`src/rtl/timer_array.sv`:
```
// timer_array: multi-channel prescaled periodic/one-shot timer with sticky pending bits and masked level interrupt
module timer_array #(
  parameter int NUM_CH = 4,
  parameter int CNT_W = 32,
  parameter int PRESC_W = 8,
  localparam int CH_W = NUM_CH > 1 ? $clog2(NUM_CH) : 1
) (
  input  logic               clk,
  input  logic               reset,
  input  logic [PRESC_W-1:0] presc_div,
  input  logic               cfg_we,
  input  logic [CH_W-1:0]    cfg_ch,
  input  logic [CNT_W-1:0]   cfg_limit,
  input  logic               cfg_mode,
  input  logic               cfg_en,
  input  logic [NUM_CH-1:0]  int_clr,
  input  logic [NUM_CH-1:0]  int_mask,
  output logic [NUM_CH-1:0]  pending,
  output logic [CNT_W-1:0]   cnt_rd,
  output logic               timer_int
);
  typedef enum logic [1:0] {IDLE, RUN, DONE} st_t;
  logic [PRESC_W-1:0] p;
  logic tick;
  logic [NUM_CH-1:0] fire;
  logic [CNT_W-1:0] cnt_a [NUM_CH];
  assign tick = p >= presc_div;
  always_ff @(posedge clk or posedge reset)
    if (reset) p <= '0;
    else p <= tick ? '0 : p + PRESC_W'(1);
  for (genvar c = 0; c < NUM_CH; c++) begin : g_ch
    st_t st, st_n;
    logic [CNT_W-1:0] cnt, cnt_n, limit;
    logic mode, wr, hit;
    assign wr = cfg_we && cfg_ch == CH_W'(c);
    assign hit = st == RUN && tick && cnt == limit - CNT_W'(1);
    // a config write owns the channel for its edge, so a coincident tick is dropped
    always_comb begin
      st_n = st;
      cnt_n = cnt;
      if (wr) begin
        st_n = cfg_en && cfg_limit != '0 ? RUN : IDLE;
        cnt_n = '0;
      end else if (st == RUN && tick) begin
        st_n = hit && mode ? DONE : RUN;
        cnt_n = hit ? '0 : cnt + CNT_W'(1);
      end
    end
    always_ff @(posedge clk or posedge reset)
      if (reset) begin
        st <= IDLE;
        cnt <= '0;
        limit <= '0;
        mode <= 1'b0;
      end else begin
        st <= st_n;
        cnt <= cnt_n;
        if (wr) begin
          limit <= cfg_limit;
          mode <= cfg_mode;
        end
      end
    assign fire[c] = hit && !wr;
    assign cnt_a[c] = cnt;
  end
  // set has priority over clear so an expiry coinciding with service is kept
  always_ff @(posedge clk or posedge reset)
    if (reset) pending <= '0;
    else pending <= fire | (pending & ~int_clr);
  assign timer_int = |(pending & int_mask);
  always_comb begin
    cnt_rd = '0;
    for (int i = 0; i < NUM_CH; i++) cnt_rd = cfg_ch == CH_W'(i) ? cnt_a[i] : cnt_rd;
  end
endmodule
```
`config.mk`:
```
export PLATFORM = sky130hd
export DESIGN_NAME = timer_array
export DESIGN_NICKNAME = d
export VERILOG_FILES = /design/src/rtl/timer_array.sv
export SDC_FILE = /design/constraint.sdc
export NUM_CORES = 1
export LEC_CHECK = 0
export CAP_MARGIN = 20
export CORE_MARGIN = 2
export CORE_UTILIZATION = 25
export CTS_BUF_LIST = sky130_fd_sc_hd__clkbuf_2 sky130_fd_sc_hd__clkbuf_4 sky130_fd_sc_hd__clkbuf_8
export DETAILED_ROUTE_END_ITERATION = 16
export PLACE_DENSITY = 0.44
export SLEW_MARGIN = 40
export SYNTH_ARGS = -nofsm -noshare
export SYNTH_HDL_FRONTEND = slang
export SYNTH_SLANG_ARGS = --single-unit
```
`constraint.sdc`:
```
create_clock -name clk -period 10.3 [get_ports clk]
set_clock_uncertainty 0.1 [all_clocks]
set_input_delay 2.06 -clock clk [delete_from_list [all_inputs] [get_ports clk]]
set_output_delay 2.06 -clock clk [all_outputs]
set_load 0.1 [all_outputs]
```
# After elaboration in Yosys (flattened, before gate mapping)
# Cells that the tools add are included.
[classes] n_addsub=9 order_cmp=1 eq_ne=11 mux=30 bitwise_logic=4 n_reduce_logical=32
[op_table] cell="32-bit 2-to-1 mux" n=16
[op_table] cell="32-bit by 1-bit adder with 32-bit output, second input constant" n=4
[op_table] cell="32-bit == test" n=4
[op_table] cell="32-bit by 1-bit subtractor with 32-bit output, second input constant" n=4
[op_table] cell="32-bit nonzero test" n=1
[op_table] cell="2-bit 2-to-1 mux" n=12
[op_table] cell="1-bit logical AND" n=21
[op_table] cell="2-bit by 1-bit == test with 1-bit output, second input constant" n=5
[op_table] cell="8-bit by 1-bit adder with 8-bit output, second input constant" n=1
[op_table] cell="4-bit bitwise AND" n=2
[op_table] cell="8-bit >= comparator" n=1
[op_table] cell="8-bit 2-to-1 mux" n=1
[op_table] cell="2-bit nonzero test" n=4
[op_table] cell="2-bit == test, second input constant" n=2
[op_table] cell="1-bit logical NOT" n=4
[op_table] cell="4-bit inverter" n=1
[op_table] cell="4-bit bitwise OR" n=1
[op_table] cell="4-bit OR reduction" n=1
[op_table] cell="2-bit logical NOT" n=1
[op_table] cell="1-bit 2-to-1 mux" n=1
[word_totals] register_bits=280 in_bits=55 out_inout_bits=37 word_cells=105

# Depth between registers and ports, before layout
# Gate-level depths: netlist of the first run.
[logic_depth] word_depth=7 ltp_mapped=13 depth_no_buf=11

# Worst setup path before layout of the first run
# Ideal clock, no wire load.
[synth_timing] kind="in2out" start="input port cfg_ch[1]" end="output port cnt_rd[10]" arrival_time_ps=3763 slack_ps=4377 path_stages=4 path_buffers=3 cell_sequence="clkbuf_1 buf_1 clkbuf_1 mux4_2"
[synth_between] elab_chain_len=5 elab_cells_between_ends=8 classes_between="3 x eq/ne; 4 x mux; 1 x reduce/logical"
[synth_rtl] element="start: declaration" line_no="12" source="input logic [CH_W-1:0] cfg_ch,"
[synth_rtl] element="2-bit logical NOT" line_no="73" source="for (int i = 0; i < NUM_CH; i++) cnt_rd = cfg_ch == CH_W'(i) ? cnt_a[i] : cnt_rd;"
[synth_rtl] element="32-bit 2-to-1 mux (3 in series)" line_no="73"
[synth_rtl] element="32-bit 2-to-1 mux *" line_no="73"
[synth_rtl] element="end: declaration" line_no="19" source="output logic [CNT_W-1:0] cnt_rd,"
# Every way passes the cells marked *; elsewhere a longest branch is shown, timed or not.

# Worst setup path after layout of the first run
[layout_timing] start="input port cfg_ch[0]" end="output port cnt_rd[27]"
# Same word-level chain as after synthesis.

==> flow_metrics.env, run 1 <==
export IMPL_holdWs_ns=0.386
export IMPL_synth_avg_cell_area_um2=8.43
export IMPL_fmax_mhz=163
export IMPL_dp_slack_ns=4.18
export IMPL_drv_cap=0
export IMPL_firstDrtPassIters=6
export IMPL_critPathKind="in -> out"
export IMPL_cp_start_kind="primary input"
export IMPL_seqCellArea_mm2=0.00701
export IMPL_design_die_area_mm2=0.0755
export IMPL_core_mm2=0.0728
export IMPL_cts_resized=0
export IMPL_n_fill_cell=7767
export IMPL_wirelength_um=77400
export IMPL_synth_flop_cell="dfrtp_1"
export IMPL_cts_made_buffers=54
export IMPL_die_h_um=275
export IMPL_place_gp_congestion=0.953
export IMPL_timing_final_ws_setup_ns=4.17
export IMPL_cp_arrival_ns=3.97
export IMPL_grt_max_degree=123
export IMPL_crit_required_ns=8.14
export IMPL_cts_max_path_buffers=3
export IMPL_synth_top_area_frac=0.382
export IMPL_p_sw_frac=0.372
export IMPL_syn_nets=2248
export IMPL_die_w_um=275
export IMPL_wl_met3_um=5430
export IMPL_finalCriticalPeriod_ns=6.13
export IMPL_yosys_top_cells_area="dfrtp_1, nand2_1, xor2_1"
export IMPL_drt_iter0_drc=1602
export IMPL_routed_via_density=5.33
export IMPL_wl_per_cell_um=24.0
export IMPL_p_comb_frac=0.239
export IMPL_hold_path_class="reg -> reg"
export IMPL_synth_area_leader_cell="dfrtp_1"
export IMPL_clock_sinks=280
export IMPL_slew_violations=0
export IMPL_post_cts_setup_buffers=0
export IMPL_final_cells=3233
export IMPL_final_nets=2303
export IMPL_dp_cells=3134
export IMPL_num_vias=17200
export IMPL_syn_area_mm2=0.0183
export IMPL_placementRows=99
export IMPL_vdd_ir_drop_max_v=0.000124
export IMPL_drc=0
export IMPL_cts_tree="done"
export IMPL_p_leak_nw=8.90
export IMPL_cts_hold_buffers=0
export IMPL_grt_pass1_vias=16500
export IMPL_tightest_slew_ns=0.848
export IMPL_dp_hpwl_um=58900
export IMPL_cts_max_level=2
export IMPL_start_util=0.252
export IMPL_highest_layer="met4"
export IMPL_syn_inst=2176
export IMPL_antenna_found_initial=8
export IMPL_status="complete, no violations"
export IMPL_tns_ns=0
export IMPL_syn2layout_area_growth_pct=15.7
export IMPL_antenna_left=0
export IMPL_grt_overflow=0
export IMPL_grtUsageTotal=0.204
export IMPL_clk_latency_ns=0.67
export IMPL_power_frac_seq=0.413
export IMPL_rsz0062_at_grt="no"
export IMPL_grt_pass1_wl_um=113000
export IMPL_intPower_mw=2.25
export IMPL_period_share=0.595
export IMPL_critPathMaxFanout=25
export IMPL_m1WireLength_um=35100
export IMPL_slew_limit_headroom=0.426
export IMPL_ctsRootBufferMaster="clkbuf_8"
export IMPL_path_clk_slew_ns=0.06
export IMPL_clkPwrFrac=0.348
export IMPL_synth_async_reset_ratio=1.00
export IMPL_synth_edf_count=0
export IMPL_ys_seq_area_frac=0.382
export IMPL_met2WireLength_um=34700
export IMPL_multi_input_area_mm2=0.0106
export IMPL_ios=92
export IMPL_final_util=0.291
export IMPL_power_density_mw_per_mm2=168
export IMPL_p_sw_mw=1.33
export IMPL_yosys_warnings=0
export IMPL_drive_above_1_share=0.107
export IMPL_ys_seq_elements=280
export IMPL_yosys_cell_types_count=86
export IMPL_endpoint_kind="output port"
export IMPL_hold_viol_final=0
export IMPL_io_buffers=91
export IMPL_setup_viol=0
worst max-delay path: stages:
cell,delay [ns]
buf_2,0.40
buf_4,0.58
mux4_2,0.60
buf_2,0.31
power groups by stage:
stage	logic [mW]	clock network, mW	registers (mW)
4_1_cts	0.853	1.28	1.47
5_1_grt	0.941	1.33	1.50
3_5_place_dp	0.848	0	1.49
6_report	0.853	1.24	1.48
3_3_place_gp	0.836	0	1.49
2_1_floorplan	0.655	0	1.37
sequential cells by signal, indices dropped and copies added, names as in the netlist:
name        cells
g_ch.cnt      128
g_ch.limit    128
g_ch.st         8
p               8
g_ch.mode       4
pending         4
worst paths after layout:
path	endpoint	slack [ns]	cells after the start	from
max in group asynchronous	p[0]	6.88	4	reset
worst min-delay path	g_ch[3].st[1]	0.39	1	g_ch[3].st[1]
min in group asynchronous	g_ch[1].cnt[6]	1.87	2	reset
worst max-delay path	cnt_rd[27]	4.17	4	cfg_ch[0]
worst max register to register	g_ch[0].cnt[31]	5.43	12	g_ch[0].limit[0]
worst min register to register	g_ch[3].st[1]	0.39	1	g_ch[3].st[1]
per-stage QoR:
step / cell area [µm²] / total power, mW
after detailed placement: 20000 / 2.34
after global routing: 21200 / 3.76
after global placement: 20200 / 2.33
final: 21200 / 3.58
after floorplan: 18300 / 2.02
after CTS: 21200 / 3.60
kinds of logic after synthesis:
kind of cell / synth area share
XOR/XNOR: 0.112
flip-flops: 0.382
buffers and inverters: 0.0394
adder cells (fa/ha/maj): 0.0116
AND/OR/NAND/NOR: 0.313
AO/OA/AOI/OAI: 0.0955
multiplexers: 0.0472
per-layer routing:
layer,track usage,up-vias
li1,-,7812
met1,0.287,8650
met2,0.317,650
met3,0.0314,122
met4,0.0694,0
met5,0,-
cell usage in the layout (no fill, tap or decap), types with 16 or more instances in the layout:
cell               n
nor2_1           176
a21oi_1           34
and3_1            30
o22ai_1           16
inv_1             60
clkbuf_4          21
buf_4             24
buf_2             39
clkdlybuf4s50_1   52
or4_1             25
nor3_1            69
nand2_1          494
nand4_1           73
xor2_1           124
clkbuf_8          65
or3_1             27
and4_1            18
dfrtp_1          280
ha_1              17
xnor2_1          107
nor4_1            40
nand3_1           94
o21ai_0           51
mux4_2            32
o311ai_1          17
nand2b_1          18
cell usage after synthesis, drive strengths merged (9+ instances only):
master,n
o31ai,15
ha,17
xor2,124
nand4b,9
dfrtp,280
nand3b,9
xnor2,107
clkbuf,93
nand2,496
and2,14
nor2,178
mux4,32
nand2b,18
buf,26
o311ai,27
mux2i,10
nor4,46
or3,27
inv,61
and4,18
nor3,70
o21ai,60
a211oi,15
o22ai,16
and3,30
nand4,73
nand3,95
a21oi,34
nor4b,11
a31oi,16
or4,27
or2,12
nor3b,17
final cells by class:
cell class	instances	area share
antenna	4	0.000472
multi-input combinational	1716	0.501
timing repair buffer	118	0.0452
clock inverter	9	0.00525
tap	959	0.0565
clock buffer	86	0.0496
inverter	61	0.0114
sequential	280	0.330
(Power assumes the default switching activity.)
==> run 2: changes to the inputs <==
- clock period: 10.3 -> 5 ns (I/O delays scaled with it)
==> run 2 against run 1 <==
Combinational power is 120% higher. Non-clock buffer count is 40 higher. Count of clock-buffer cells in the layout is 5 lower. Flip-flop and latch count stayed put. Highest routed layer is now met5. Die area stayed put. Sequential share of layout area is 0.65 points lower. Cell area is 2.0% higher. Largest cell class unchanged.
==> flow_metrics.env, run 2 (synthesis gave the netlist of run 1 again) <==
export IMPL_tns_ns=0
export IMPL_rsz0062_at_grt="no"
export IMPL_cts_resized=0
export IMPL_final_cell_mix="nand2_1, dfrtp_1, nor2_1"
export IMPL_drive_above_1_share=0.123
export IMPL_clock_sinks=280
export IMPL_grt_overflow=0
export IMPL_crit_path_cell_trace="inv_1 > ha_1 > or4b_1 > nor4_4 > xnor2_1 > or4_1 > nor3_1 > nand4_1 > or4_4 > nand3_2 > o311ai_1"
export IMPL_start_util=0.252
export IMPL_mostFrequentLayoutCell="nand2_1"
export IMPL_io_buffers=91
export IMPL_cts_max_path_buffers=3
export IMPL_timing_final_ws_setup_ns=0.615
export IMPL_setup_viol=0
export IMPL_p_leak_nw=9.11
export IMPL_routed_via_density=5.18
export IMPL_place_gp_congestion=0.880
export IMPL_firstDrtPassIters=5
export IMPL_cts_tree="done"
export IMPL_die_h_um=275
export IMPL_finalCriticalPeriod_ns=4.39
export IMPL_syn2layout_area_growth_pct=18.0
export IMPL_num_vias=17000
export IMPL_drv_cap=0
export IMPL_n_fill_cell=7685
export IMPL_antenna_left=0
export IMPL_hold_path_class="reg -> reg"
export IMPL_drt_iter0_drc=1228
export IMPL_post_dp_cell_area_mm2=0.0204
export IMPL_drc=0
export IMPL_ctsRootBufferMaster="clkbuf_8"
export IMPL_cts_hold_buffers=0
export IMPL_core_mm2=0.0728
export IMPL_grt_pass1_vias=16600
export IMPL_final_nets=2342
export IMPL_cp_start_kind="flip-flop"
export IMPL_placementRows=99
export IMPL_clk_latency_ns=0.67
export IMPL_period_share=0.877
export IMPL_cts_max_level=2
export IMPL_slowest_stage="or4_4"
export IMPL_crit_required_ns=5.39
export IMPL_grtUsageTotal=0.194
export IMPL_antenna_found_initial=6
export IMPL_fin_area_mm2=0.0216
export IMPL_path_clk_slew_ns=0.06
export IMPL_top_regs="g_ch.cnt (128), g_ch.limit (128)"
export IMPL_grt_pass1_wl_um=109000
export IMPL_status="complete, no violations"
export IMPL_critPathMaxFanout=23
export IMPL_cp_arrival_ns=4.78
export IMPL_cts_made_buffers=53
export IMPL_endpoint_kind="flip-flop"
export IMPL_tightest_slew_ns=0.771
export IMPL_grt_max_degree=119
export IMPL_wl_per_cell_um=22.5
export IMPL_max_stage_delay_ns=0.71
export IMPL_critPathKind="reg -> reg"
export IMPL_fmax_mhz=228
export IMPL_power_density_mw_per_mm2=344
export IMPL_wirelength_um=73500
export IMPL_vdd_ir_drop_max_v=0.000202
export IMPL_hold_viol_final=0
export IMPL_ios=92
export IMPL_design_die_area_mm2=0.0755
export IMPL_dp_slack_ns=0.520
export IMPL_post_cts_setup_buffers=0
export IMPL_dp_hpwl_um=56500
export IMPL_slew_limit_headroom=0.481
export IMPL_slew_violations=0
export IMPL_final_util=0.297
export IMPL_die_w_um=275
run 2: changes by cell type in the layout (fill, tap and decap cells not counted), moves of 2 or more:
cell / previous run / this run
diode_2: 4 / 2
clkinv_2: 4 / 9
buf_12: 1 / 5
clkbuf_4: 21 / 15
buf_2: 39 / 5
buf_4: 24 / 95
clkinvlp_4: 0 / 3
run 2: worst paths after layout:
kind | start | end | slack (ns) | cells after the start
worst max register to register | g_ch[2].limit[0] | g_ch[2].cnt[10] | 0.61 | 11
worst min-delay path | g_ch[3].st[1] | g_ch[3].st[1] | 0.38 | 1
min in group asynchronous | reset | g_ch[2].limit[10] | 0.60 | 2
worst min register to register | g_ch[3].st[1] | g_ch[3].st[1] | 0.38 | 1
max in group asynchronous | reset | g_ch[0].limit[31] | 3.21 | 3
worst max-delay path | g_ch[2].limit[0] | g_ch[2].cnt[10] | 0.61 | 11
run 2: routing by layer:
layer  global-route usage  vias up  wire [µm]
li1                     -     7859          -
met1                0.268     8504      34100
met2                0.317      477      33700
met3               0.0259      118       3630
met4               0.0582        4       2060
met5                    0        -         31
run 2: final cells by class:
type	count	area, µm²	share of cell area
antenna	2	5.00	0.000231
clock inverter	15	161	0.00746
clock buffer	81	1020	0.0472
timing repair buffer	158	1370	0.0633
inverter	61	233	0.0108
tap	959	1200	0.0554
multi-input combinational	1716	10600	0.492
sequential	280	7010	0.324
run 2: critical path: cells and delay by family, from the launching register on:
kind                     cells  cell delay (ns)
AND/OR/NAND/NOR              7             3.06
buffers and inverters        1             0.09
XOR/XNOR                     1             0.14
adder cells (fa/ha/maj)      1             0.25
AO/OA/AOI/OAI                1             0.16
flip-flops                   1             0.42
run 2: where the power goes:
group / leakage, nW / switching [mW] / internal (mW)
registers: 3.60 / 0.493 / 2.52
logic: 4.88 / 1.14 / 0.717
clock network: 0.627 / 1.13 / 1.46
total: 9.11 / 2.76 / 4.70
run 2: through the flow:
stage | power (mW) | instances | hold WS (ns)
after floorplan | 4.17 | 2176 | 0.343
after global placement | 4.86 | 3172 | 0.363
after detailed placement | 4.89 | 3174 | 0.368
after CTS | 7.53 | 3270 | 0.381
after global routing | 7.86 | 3271 | 0.409
final | 7.45 | 3272 | 0.379
==> run 3: changes to the inputs <==
- SKIP_LAST_GASP: not set -> 1
==> results of run 3 <==
The final DEF is identical to that of run 2; final timing and power are the same.
